## src/rtl/defuse_pkg.sv

```systemverilog
// defuse_pkg: shared state encoding, screen sizing and the answer rule for the defuse game
package defuse_pkg;
    localparam int SCREEN_W = 2;
    localparam int NUM_SCREENS = 4;
    typedef enum logic [2:0] {IDLE, WAIT_SCREEN, ARMED, DEFUSED, EXPLODED} state_t;
    // Lowest matching screen wins; with no match the main symbol itself names the button
    function automatic logic [SCREEN_W-1:0] answer_of(
        input logic [SCREEN_W-1:0] first,
        input logic [SCREEN_W-1:0] second,
        input logic [SCREEN_W-1:0] third,
        input logic [SCREEN_W-1:0] fourth,
        input logic [SCREEN_W-1:0] main
    );
        return first == main ? 2'd0 : second == main ? 2'd1 : third == main ? 2'd2 :
               fourth == main ? 2'd3 : main;
    endfunction
endpackage

```

## src/rtl/defuse_answer_decode.sv

```systemverilog
// defuse_answer_decode: answer rule on latched screens plus button edge and one-hot press check
module defuse_answer_decode
    import defuse_pkg::*;
(
    input  logic clk,
    input  logic rst,
    input  logic [NUM_SCREENS-1:0] btn,
    input  logic [SCREEN_W-1:0] first,
    input  logic [SCREEN_W-1:0] second,
    input  logic [SCREEN_W-1:0] third,
    input  logic [SCREEN_W-1:0] fourth,
    input  logic [SCREEN_W-1:0] main,
    output logic press_valid,
    output logic [1:0] press_idx,
    output logic [SCREEN_W-1:0] answer
);
    logic [NUM_SCREENS-1:0] btn_q;
    logic [NUM_SCREENS-1:0] edge_v;
    always_ff @(posedge clk) btn_q <= rst ? '0 : btn;
    assign edge_v = btn & ~btn_q;
    // Chords and presses made while another button is held never count
    assign press_valid = $onehot(edge_v) && $onehot(btn);
    assign press_idx = btn[1] ? 2'd1 : btn[2] ? 2'd2 : btn[3] ? 2'd3 : 2'd0;
    assign answer = answer_of(first, second, third, fourth, main);
endmodule

```

## config.mk

```make
export PLATFORM = sky130hd
export DESIGN_NAME = defuse_answer_decode
export DESIGN_NICKNAME = d
export VERILOG_FILES = /design/src/rtl/defuse_pkg.sv /design/src/rtl/defuse_answer_decode.sv
export SDC_FILE = /design/constraint.sdc
export NUM_CORES = 1
export LEC_CHECK = 0
export ABC_AREA = 1
export CAP_MARGIN = 0
export CORE_AREA = 3 3 40 42
export DETAILED_ROUTE_END_ITERATION = 12
export DIE_AREA = 0 0 43 45
export PLACE_DENSITY = 0.63
export SLEW_MARGIN = 10
export SYNTH_ARGS = -nofsm -noshare
export SYNTH_HDL_FRONTEND = slang
export SYNTH_SLANG_ARGS = --single-unit
```

## constraint.sdc

```tcl
create_clock -name clk -period 4.25 [get_ports clk]
set_input_delay 0.85 -clock clk [delete_from_list [all_inputs] [get_ports clk]]
set_output_delay 0.85 -clock clk [all_outputs]
set_load 0.01 [all_outputs]
```

==> results <==
- The net count of the finished layout is 111.
- In the synthesized netlist, the number of instances is 62.
- The die outline width is 43 µm.
- The maximum number of buffers from clock root to sink is 2.
- The register with the most flip-flops in the layout has 4 of them.
- Setup slack closes at 463 ps.
- The floorplan step defined a die boundary enclosing 1940 µm².
- The height of the die is 45 µm.
- The detail route stage leaves a number of antenna-violating nets equal to 0.
- Setup repair after global routing left no endpoint under its margin.
- The number of non-filler instances in the completed layout is 102.
- For this block, the routed nets add up to 940 µm of wire.
- More flip-flops sit in one register than any other, and that register is btn_q.
- The vias per cell is 4.17.
- The number of buffers inserted by hold repair at cts is 0.
- The placed instance count is 99.
- The synthesis-stage register bit count is 4.
- The maximum achievable frequency is 0.264 GHz.
- The share of synthesized area in the top cell type comes to 0.199.
- Traced cell by cell, the critical path runs through clkdlybuf4s50_1 > inv_1 > nor2_1 > fa_1 > ha_1 > ha_1 > nor2_1 > nand3_1 > nor3_1 > dlymetal6s2s_1.
- For this block, the initial DRC count from the detailed router was 1.
- The total area inside the core boundary comes to 1280 µm².
- After layout, the minimum clock period comes to 3790 ps.
- sky130_fd_sc_hd__dfxtp_1 takes more of the synthesized area than any other cell.
- The count of filler cells inserted in the layout is 139.
- Among cell families on the critical path, the largest total delay comes from adder cells.
- The first global-routing pass estimated 1520 µm of wire.
- Relative to the synthesized area, the layout overhead comes to 65.1%.
- At the worst endpoint, the required time is 3400 ps.
- Once layout is done, the placed cells without fillers occupy 663 µm².
- The critical path in this run is classified as primary input to output pin.
- After clock tree synthesis, the clock-pin slew on the worst setup and hold paths is 40 ps.
- For this configuration, the core starts out at a cell density of 0.313.
- The run finished with clean final reports.
- The startpoint kind of the worst setup timing path is a primary input.
- The boundary pin count is 21.
- The worst pin sits at a relative slew slack of 0.872.
- The count of synthesis-stage warnings from yosys is 0.
- After synthesis the cells add up to 402 µm².
- Of all nets on the critical path, the largest fanout is 2.
- Entering global routing, the biggest net connects 6 pins.
- The number of nets handed over by synthesis was 84.
- Power spread over the standard cell area amounts to 235 nW/µm².
- Dividing the final minimum period by the clock period gives 0.891.
- The number of slew-limit violations in the final report is 0.
- The hold violation count in the final report is 0.
- The multi-input combinational cells in the finished layout cover a total of 272 µm².
- After synthesis, the netlist uses 15 different library cells.
- STA classifies the critical path endpoint as an output pin.
- The total buffers and inverters traversed by the critical path is 3.
- The cell at the root of the clock tree is sky130_fd_sc_hd__clkbuf_4.
- The max capacitance violation total is 0.
- The initial antenna violation count is 0.
- In the final layout, the share of cells above drive strength 1 is 0.0920.
- After detailed routing, the number of remaining DRC violations is 0.
- The final sum of negative setup slack is 0 ps.
- STA puts the critical path data arrival time at 2940 ps.
- The number of global-route vias before repair is 383.
- At the pin with the least slew margin, the transition time is 191 ps.
- In this run the core area contains 13 standard-cell rows.
- Dividing the detail-routed wire length by the instance count gives 9.22 µm.
- VDD sags by at most 89.1 µV.
- Setup violations remaining at the end of the flow were counted as 0.
- Registers take 80.1 µm².
- Measured on the finished design, the core utilization comes to 0.516.
- 0 antenna diodes ended up in the layout.
- CTS saw 4 sinks.
- For this design the static power due to leakage is 0.000364 µW.
- TritonCTS built the clock tree.
- The post-place setup slack is 33.6 ps.
- Global routing finished with a remaining overflow of 0.
- The worst min-delay path class is primary input to register.
- After detailed placement, the total cell area comes to 636 µm².
- On the worst path, the slowest cell contributes a delay of 480 ps.
- The global router's overall resource usage is 0.109.
- The number of CTS-inserted buffers is 3.
- The pre-antenna-repair detailed-routing pass consisted of 2 iterations.
- The routed via count is 425.
- During placement, the flow inserted port buffers numbering 20.
- The HPWL after detailed placement is 817 µm.
- The total number of H-tree levels is 1.
- Of the synthesized area, sequential elements account for 0.199.
- Routability-driven placement finished with a final weighted congestion of 0.758.
- In the final layout, the registers with the most flip-flops are btn_q (4).
- Ranked by total cell area, the synthesized netlist is headed by sky130_fd_sc_hd__dfxtp_1, sky130_fd_sc_hd__nand2_1, sky130_fd_sc_hd__ha_1.
- Dividing the synthesized area by the synthesized cell count gives 6.48 µm².
- The critical-path cell with the highest stage delay is sky130_fd_sc_hd__clkdlybuf4s50_1.
-- through the flow --
stage,power (µW),hold slack [ps]
floorplan,72.3,922
global placement,105,1460
detailed placement,107,1460
CTS,159,1200
global route,169,1230
finish,156,1220
-- layout by cell type (no fill, tap or decap), types with 3 or more instances in the layout --
cell                              instances
sky130_fd_sc_hd__clkdlybuf4s50_1         19
sky130_fd_sc_hd__ha_1                     4
sky130_fd_sc_hd__inv_1                   12
sky130_fd_sc_hd__nor2_1                   8
sky130_fd_sc_hd__nand2_1                 17
sky130_fd_sc_hd__xnor2_1                  4
sky130_fd_sc_hd__dfxtp_1                  4
sky130_fd_sc_hd__clkbuf_4                 3
-- area by class of cell --
type	count	share of cell area
Tap cell	15	0.0283
Sequential cell	4	0.121
Clock buffer	3	0.0340
Timing Repair Buffer	22	0.328
Multi-Input combinational cell	44	0.409
Inverter	14	0.0792
-- final timing paths --
| path | start | endpoint | slack [ps] | cells past startpoint |
|---|---|---|---|---|
| worst min-delay path | rst | btn_q[0] | 1220 | 2 |
| worst max-delay path | btn[1] | press_valid | 460 | 10 |
-- per-layer routing --
layer	routed length (µm)	GRT usage
met5	0	0
met4	27	0.0723
met3	79	0.0239
met2	467	0.189
met1	365	0.121
-- repair_timing --
action / CTS / global route
hold endpoints to repair: 0 / 0
buffers inserted: 0 / 0
gates resized for setup: 0 / 2
endpoints found under the setup margin: 0 / 1
-- cells in the mapped netlist --
cell type	n
sky130_fd_sc_hd__nand2_1	17
sky130_fd_sc_hd__inv_1	12
sky130_fd_sc_hd__nor2_1	9
sky130_fd_sc_hd__dfxtp_1	4
sky130_fd_sc_hd__ha_1	4
sky130_fd_sc_hd__xnor2_1	4
sky130_fd_sc_hd__a21oi_1	2
sky130_fd_sc_hd__fa_1	2
sky130_fd_sc_hd__nand3_1	2
sky130_fd_sc_hd__clkinv_1	1
sky130_fd_sc_hd__inv_2	1
sky130_fd_sc_hd__nand3_2	1
sky130_fd_sc_hd__nor3_1	1
sky130_fd_sc_hd__o21ai_0	1
sky130_fd_sc_hd__or2_0	1
-- logic make-up (layout without fill, tap and decap cells) --
| group | count (synthesis) | count (layout) | share of synthesized area |
|---|---|---|---|
| AND/OR/NAND/NOR | 31 | 31 | 0.321 |
| buffers and inverters | 14 | 39 | 0.131 |
| adder cells (fa/ha/maj) | 6 | 6 | 0.224 |
| XOR/XNOR | 4 | 4 | 0.0872 |
| flip-flops | 4 | 4 | 0.199 |
| AO/OA/AOI/OAI | 3 | 3 | 0.0374 |
-- report_power, final --
| part | leakage (µW) | switching [µW] | internal, µW |
|---|---|---|---|
| logic | 0.000317 | 28.7 | 36.9 |
| registers | 0.0000333 | 0.553 | 39.8 |
| clock network | 0.0000138 | 17.9 | 31.7 |
| total | 0.000364 | 47.2 | 108 |
Note: power is estimated with default switching activity, not from simulation.
